### config.mk
export PLATFORM = sky130hd
export DESIGN_NAME = alu_seq_divider_flat
export DESIGN_NICKNAME = d
export VERILOG_FILES = /design/src/rtl/alu_seq_divider_pkg.sv /design/src/rtl/alu_seq_divider_if.sv /design/src/rtl/alu_seq_divider_div_step.sv /design/src/rtl/alu_seq_divider.sv /design/src/flat_wrapper.sv
export SDC_FILE = /design/constraint.sdc
export NUM_CORES = 1
export LEC_CHECK = 0
export ABC_CLOCK_PERIOD_IN_PS = 6600
export CORE_UTILIZATION = 50
export CTS_CLUSTER_DIAMETER = 100
export DETAILED_ROUTE_END_ITERATION = 7
export GPL_TIMING_DRIVEN = 0
export PLACE_DENSITY = 0.76
export SETUP_SLACK_MARGIN = 0.4
export SLEW_MARGIN = 20
export SYNTH_ARGS = -nofsm -noshare
export SYNTH_HDL_FRONTEND = slang
export SYNTH_SLANG_ARGS = --single-unit
### constraint.sdc
create_clock -name clk -period 6.6 [get_ports clk]
set_input_delay 1.32 -clock clk [delete_from_list [all_inputs] [get_ports clk]]
set_output_delay 1.32 -clock clk [all_outputs]
set_load 0.05 [all_outputs]
### src/rtl/alu_seq_divider_pkg.sv
// Shared ALU definitions: default datapath width and the
// divider's state encoding.
package alu_defs;

   localparam int ALU_WIDTH = 8;

   localparam logic [1:0] IDLE = 2'd0;
   localparam logic [1:0] RUN  = 2'd1;
   localparam logic [1:0] DONE = 2'd2;

   typedef enum logic [1:0] {
      S_IDLE = IDLE,
      S_RUN  = RUN,
      S_DONE = DONE
   } div_state_e;

endpackage

### src/rtl/alu_seq_divider_if.sv
// Divider request/result bundle between the ALU control FSM
// (master) and the sequential divider (slave).
//   start, dividend, divisor : request from master
//   busy, done               : handshake status from slave
//   quotient, remainder      : registered results
//   div_by_zero              : last accepted divisor was zero
import alu_defs::*;

interface alu_seq_divider_if #(
   parameter int WIDTH = ALU_WIDTH
) ();

   logic             start;
   logic [WIDTH-1:0] dividend;
   logic [WIDTH-1:0] divisor;
   logic             busy;
   logic             done;
   logic [WIDTH-1:0] quotient;
   logic [WIDTH-1:0] remainder;
   logic             div_by_zero;

   modport master (
      output start,
      output dividend,
      output divisor,
      input  busy,
      input  done,
      input  quotient,
      input  remainder,
      input  div_by_zero
   );

   modport slave (
      input  start,
      input  dividend,
      input  divisor,
      output busy,
      output done,
      output quotient,
      output remainder,
      output div_by_zero
   );

endinterface

### src/rtl/alu_seq_divider_div_step.sv
// One restoring-division iteration: trial subtract of the
// shifted partial remainder against the divisor.
//   r_i     : partial remainder low WIDTH bits
//   q_msb_i : dividend bit shifted into the remainder
//   d_i     : divisor
//   r_o     : next partial remainder (WIDTH+1 bits)
//   q_bit_o : quotient bit produced by this iteration
import alu_defs::*;

module div_step #(
   parameter int WIDTH = ALU_WIDTH
) (
   input  logic [WIDTH-1:0] r_i,
   input  logic             q_msb_i,
   input  logic [WIDTH-1:0] d_i,
   output logic [WIDTH:0]   r_o,
   output logic             q_bit_o
);

   logic [WIDTH:0] a;
   logic [WIDTH:0] nb;
   logic [WIDTH:0] p;
   logic [WIDTH:0] g;
   logic [WIDTH:0] t;

   assign a  = {r_i, q_msb_i};
   assign nb = ~{1'b0, d_i};
   assign p  = a ^ nb;
   assign g  = a & nb;

   // a + ~b + 1 built from propagate/generate sum bits,
   // the same primitives the ALU adder uses.
   always_comb begin : sub_chain
      logic c;
      c = 1'b1;
      t = '0;
      for (int i = 0; i <= WIDTH; i++) begin
         t[i] = p[i] ^ c;
         c    = g[i] | (p[i] & c);
      end
   end

   // Partial remainder stays below the divisor, so the
   // WIDTH+1 bit difference never wraps and t[WIDTH] is
   // a true sign bit.
   assign q_bit_o = ~t[WIDTH];
   assign r_o     = t[WIDTH] ? a : t;

endmodule

### src/rtl/alu_seq_divider.sv
// Multi-cycle unsigned restoring divider, one quotient bit
// per clock, start/busy/done handshake on a slave bus.
//   clk   : rising-edge clock
//   rst_n : async active-low reset
//   bus   : request/result bundle (slave modport)
import alu_defs::*;

module alu_seq_divider #(
   parameter int WIDTH = ALU_WIDTH
) (
   input  logic             clk,
   input  logic             rst_n,
   alu_seq_divider_if.slave bus
);

   localparam int CW = (WIDTH > 2) ? $clog2(WIDTH) : 1;
   localparam logic [CW-1:0] CNT_INIT = CW'(WIDTH - 1);

   div_state_e       state_q, state_d;
   logic [WIDTH-1:0] q_q, q_d;
   logic [WIDTH:0]   r_q, r_d;
   logic [WIDTH-1:0] d_q, d_d;
   logic [CW-1:0]    cnt_q, cnt_d;
   logic [WIDTH-1:0] quot_q, quot_d;
   logic [WIDTH-1:0] rem_q, rem_d;
   logic             dbz_q, dbz_d;

   logic [WIDTH:0]   step_r;
   logic             step_qb;
   logic [WIDTH-1:0] q_shift;
   logic             r_msb_unused;

   // The extra remainder bit only carries the trial
   // difference's sign; it is always zero once stored.
   assign r_msb_unused = r_q[WIDTH];

   div_step #(
      .WIDTH   (WIDTH)
   ) u_step (
      .r_i     (r_q[WIDTH-1:0]),
      .q_msb_i (q_q[WIDTH-1]),
      .d_i     (d_q),
      .r_o     (step_r),
      .q_bit_o (step_qb)
   );

   assign q_shift = {q_q[WIDTH-2:0], step_qb};

   always_ff @(posedge clk or negedge rst_n) begin
      if (!rst_n) begin
         state_q <= S_IDLE;
         q_q     <= '0;
         r_q     <= '0;
         d_q     <= '0;
         cnt_q   <= '0;
         quot_q  <= '0;
         rem_q   <= '0;
         dbz_q   <= 1'b0;
      end else begin
         state_q <= state_d;
         q_q     <= q_d;
         r_q     <= r_d;
         d_q     <= d_d;
         cnt_q   <= cnt_d;
         quot_q  <= quot_d;
         rem_q   <= rem_d;
         dbz_q   <= dbz_d;
      end
   end

   always_comb begin
      state_d = state_q;
      q_d     = q_q;
      r_d     = r_q;
      d_d     = d_q;
      cnt_d   = cnt_q;
      quot_d  = quot_q;
      rem_d   = rem_q;
      dbz_d   = dbz_q;
      unique case (state_q)
         S_IDLE: begin
            if (bus.start) begin
               q_d   = bus.dividend;
               d_d   = bus.divisor;
               r_d   = '0;
               cnt_d = CNT_INIT;
               if (bus.divisor == '0) begin
                  // Skip the iterations; results are
                  // defined directly.
                  state_d = S_DONE;
                  quot_d  = '1;
                  rem_d   = bus.dividend;
                  dbz_d   = 1'b1;
               end else begin
                  state_d = S_RUN;
               end
            end
         end
         S_RUN: begin
            r_d = step_r;
            q_d = q_shift;
            if (cnt_q == '0) begin
               state_d = S_DONE;
               quot_d  = q_shift;
               rem_d   = step_r[WIDTH-1:0];
               dbz_d   = 1'b0;
            end else begin
               cnt_d = cnt_q - CW'(1);
            end
         end
         S_DONE: begin
            state_d = S_IDLE;
         end
         default: begin
            state_d = S_IDLE;
         end
      endcase
   end

   assign bus.busy        = (state_q != S_IDLE);
   assign bus.done        = (state_q == S_DONE);
   assign bus.quotient    = quot_q;
   assign bus.remainder   = rem_q;
   assign bus.div_by_zero = dbz_q;

endmodule

### src/flat_wrapper.sv
// flat-port wrapper written by rule: the top's interface ports become plain ports
module alu_seq_divider_flat 
#(
   parameter int WIDTH = ALU_WIDTH
)
  (clk, rst_n, bus_start, bus_dividend, bus_divisor, bus_busy, bus_done, bus_quotient, bus_remainder, bus_div_by_zero);
  alu_seq_divider_if #(.WIDTH(WIDTH)) bus_i ();
  input  logic clk;
  input  logic rst_n;
  input wire logic [$bits(bus_i.start)-1:0] bus_start;
  input wire logic [$bits(bus_i.dividend)-1:0] bus_dividend;
  input wire logic [$bits(bus_i.divisor)-1:0] bus_divisor;
  output wire logic [$bits(bus_i.busy)-1:0] bus_busy;
  output wire logic [$bits(bus_i.done)-1:0] bus_done;
  output wire logic [$bits(bus_i.quotient)-1:0] bus_quotient;
  output wire logic [$bits(bus_i.remainder)-1:0] bus_remainder;
  output wire logic [$bits(bus_i.div_by_zero)-1:0] bus_div_by_zero;
  assign bus_i.start = bus_start;
  assign bus_i.dividend = bus_dividend;
  assign bus_i.divisor = bus_divisor;
  assign bus_busy = bus_i.busy;
  assign bus_done = bus_i.done;
  assign bus_quotient = bus_i.quotient;
  assign bus_remainder = bus_i.remainder;
  assign bus_div_by_zero = bus_i.div_by_zero;
  alu_seq_divider #(.WIDTH(WIDTH)) u_core (.clk(clk), .rst_n(rst_n), .bus(bus_i));
endmodule
==> summary.md <==
| Metric | Value |
|---|---|
| Drt total wl | 4330 um |
| Hold buffer count at cts | 0 |
| Via count | 1,570 |
| Num ports | 38 |
| Drc violations | 0 |
| Largest net degree at the start of global routing | 27 |
| Status | finished clean |
| Unrepaired setup endpoints after global routing | no |
| Final Worst Setup Slack | 1.68 ns |
| Root Driver | clkbuf_8 |
| Data arrival, critical path | between 5 and 6 ns |
| Initial drt markers | 85 |
| CTS Sinks | 46 |
| Critical path endpoint category | flop |
| Inst Count DP | ~290 |
| Mean Syn Cell Area | 11.1 um2 |
| Crit path cell chain | inv_1, ha_1, inv_1, fa_1, fa_1, fa_1, fa_1, fa_1, inv_1, fa_1, fa_1, xor2_1, clkbuf_1, mux2i_1, a211oi_2, a21o_1 |
| Worst path top cell family by delay | adder cells |
| Grt ovf | 0 |
| Syn Nets | 228 |
| Post-route insts no fill | 293 |
| #FFs+latches synth | 46 |
| GRT Util Overall | 0.214 |
| Setup Skew | 0.00508 ns |
| Startpoint Class | flop |
| Via density | roughly 5.4 |
| DR WL/cell | ~15 um |
| Slowest Stage Delay on Critical Path | 0.48 ns |
| FMAX | a little over 200 MHz |
| Hold Vio Cnt, Final | 0 |
| GP Congestion | 0.790 |
| Hold slack final | ~0.48 ns |
| Share of layout cells above drive strength 1 | 0.0988 |
| Max stage delay cell, worst path | clkbuf_1 |
| FP Rows | 23 |
| DP HPWL | around 3300 um |
| Core ar. | 4120 um2 |
| Final min period | just under 5 ns |
| Required @ worst endpoint | approximately 6.8 ns |
| Post-CTS Setup Inserts | 0 |
| Clock latency on the worst-skew pair | 0.29 ns |
| Post-synthesis sequential area ratio | 0.522 |
| Vias in the first global route | around 1,500 |
| Fin crit share | 0.745 |
| Die Y | 68.4 um |
| Yosys warning count | 0 |
| Clk slew on worst S/H paths | 0.08 ns |
| Worst slew pin tran | 0.637 ns |
| Post-Syn Instances | 199 |
| DIE AREA | 4680 um2 |
| Max transition margin | 0.574 |
| Flop-to-flop setup slack | 1.68 ns |
| Layout Nets | 273 |
| Max-slew violations | 0 |
| Min-Delay Path Class | reg -> reg |
| CTS resizes | 0 |
| First-pass DRT Iterations | 4 |
| Post-place setup slack | 1.70 ns |
| CP Class | reg -> reg |
| Antenna-violating nets left | 0 |
| Finish-stage setup viols | 0 |
| First-pass GRT wire length | about 7200 um |
| PortBufs | 37 |
| H-tree lvl count | 2 |
| Worst-path fanout max | 10 |
| Area grow syn2layout | 24.0% |
| N_diodes | 0 |
| CTS buffer count | 5 |
| CTS Buffer Depth | 2 |
| Starting Density | 0.536 |
| Filler Cell Count | 327 |
| Yosys cell types | 33 |
| Die X | 68.4 um |
| Buf+Inv Stages, Crit Path | 4 |
| Most frequent CP cell | fa_1 |
| Setup TNS | 0 ns |
| CTS tree | yes |
| Max-cap viol count | 0 |
| Initial antenna violation count | 0 |
| Post-Syn Area | 2210 um2 |
-- cell usage after synthesis --
master	number	area (um2)
nand2b_1	1	6.26
a211oi_2	4	50.1
nor3b_2	1	12.5
inv_1	13	48.8
or4_1	2	15.0
nand3_1	5	25.0
mux2i_1	11	110
nor2_1	13	48.8
and2b_1	1	7.51
nand2_1	19	71.3
a21o_1	6	45.0
dfrtp_1	46	1150
a21oi_1	4	20.0
a211oi_1	2	15.0
a31oi_1	5	31.3
clkbuf_1	7	26.3
o21ai_0	20	100
fa_1	7	140
clkinv_4	1	8.76
nor3_1	5	25.0
o22a_1	7	61.3
o31a_4	1	17.5
nor2b_1	1	6.26
o21a_1	1	7.51
mux2_2	4	45.0
nand3b_1	1	7.51
a221o_1	1	10.0
or2_2	1	6.26
or3b_1	1	8.76
buf_6	2	22.5
ha_1	3	37.5
xor2_1	1	8.76
buf_2	2	10.0
-- per-layer routing --
layer / wire, um / track usage / part of all wire
met5: 0 / 0 / 0
met1: 2090 / 0.290 / 0.48
met3: 158 / 0.0433 / 0.037
met2: 2050 / 0.349 / 0.47
met4: 28 / 0.0547 / 0.0065
-- cell families after synthesis --
kind of cell | after synthesis | share of synthesized area
compound gates | 51 | 0.162
simple gates | 51 | 0.109
flops | 46 | 0.522
buf+inv | 25 | 0.0527
mux | 15 | 0.0703
fa+ha+maj | 10 | 0.0805
xor+xnor | 1 | 0.00397
-- path summary, 6_finish.rpt --
path                                           end  cells after the start            start
max in group asynchronous   u_core.bus.div_by_zero                      2            rst_n
min                                u_core.cnt_q[0]                      1  u_core.cnt_q[0]
max                        u_core.bus.remainder[3]                     16    u_core.q_q[7]
max reg2reg                u_core.bus.remainder[3]                     16    u_core.q_q[7]
min in group asynchronous            u_core.d_q[4]                      1            rst_n
min reg2reg                        u_core.cnt_q[0]                      1  u_core.cnt_q[0]
-- layout by cell type (no fill, tap or decap), types with 3 or more instances in the layout --
| cell type | n |
|---|---|
| a211oi_2 | 4 |
| a21o_1 | 6 |
| a21oi_1 | 4 |
| a31oi_1 | 5 |
| buf_2 | 3 |
| clkbuf_1 | 7 |
| clkbuf_8 | 6 |
| clkdlybuf4s50_1 | 36 |
| dfrtp_1 | 46 |
| fa_1 | 7 |
| ha_1 | 3 |
| inv_1 | 13 |
| mux2_2 | 4 |
| mux2i_1 | 11 |
| nand2_1 | 19 |
| nand3_1 | 5 |
| nor2_1 | 13 |
| nor3_1 | 5 |
| o21ai_0 | 20 |
| o22a_1 | 7 |
-- worst register-to-register path, delay by kind of cell (launching register included) --
kind                     cells  cell delay, ns
AO/OA/AOI/OAI                2            0.29
XOR/XNOR                     1            0.27
adder cells (fa/ha/maj)      8            2.82
buffers and inverters        4            0.70
flip-flops                   1            0.38
multiplexers                 1            0.37
-- stage by stage --
step,cell area [um2],utilization
after floorplan,2210,-
after global placement,2640,0.642
after detailed placement,2660,0.645
after CTS,2740,0.665
after global routing,2740,0.665
final,2740,0.665
-- registers in the layout, indices dropped and copies added (netlist names) --
register and count:
u_core.d_q 8, u_core.r_q 8, u_core.bus.remainder 8, u_core.state_q 2, u_core.bus.div_by_zero 1, u_core.cnt_q 3
u_core.q_q 8, u_core.bus.quotient 8
-- layout make-up --
class | count | area, um2 | share of cell area
flip-flops and latches | 46 | 1150 | 0.420
inverters | 14 | 57.6 | 0.0210
well taps | 50 | 62.6 | 0.0229
plain buffers | 11 | 58.8 | 0.0215
clock buffers | 6 | 82.6 | 0.0302
multi-input cells | 128 | 940 | 0.343
repair buffers | 38 | 385 | 0.141
Power is not shown: default switching activity piles up to over one toggle a cycle in this logic, so the estimate is an artifact.
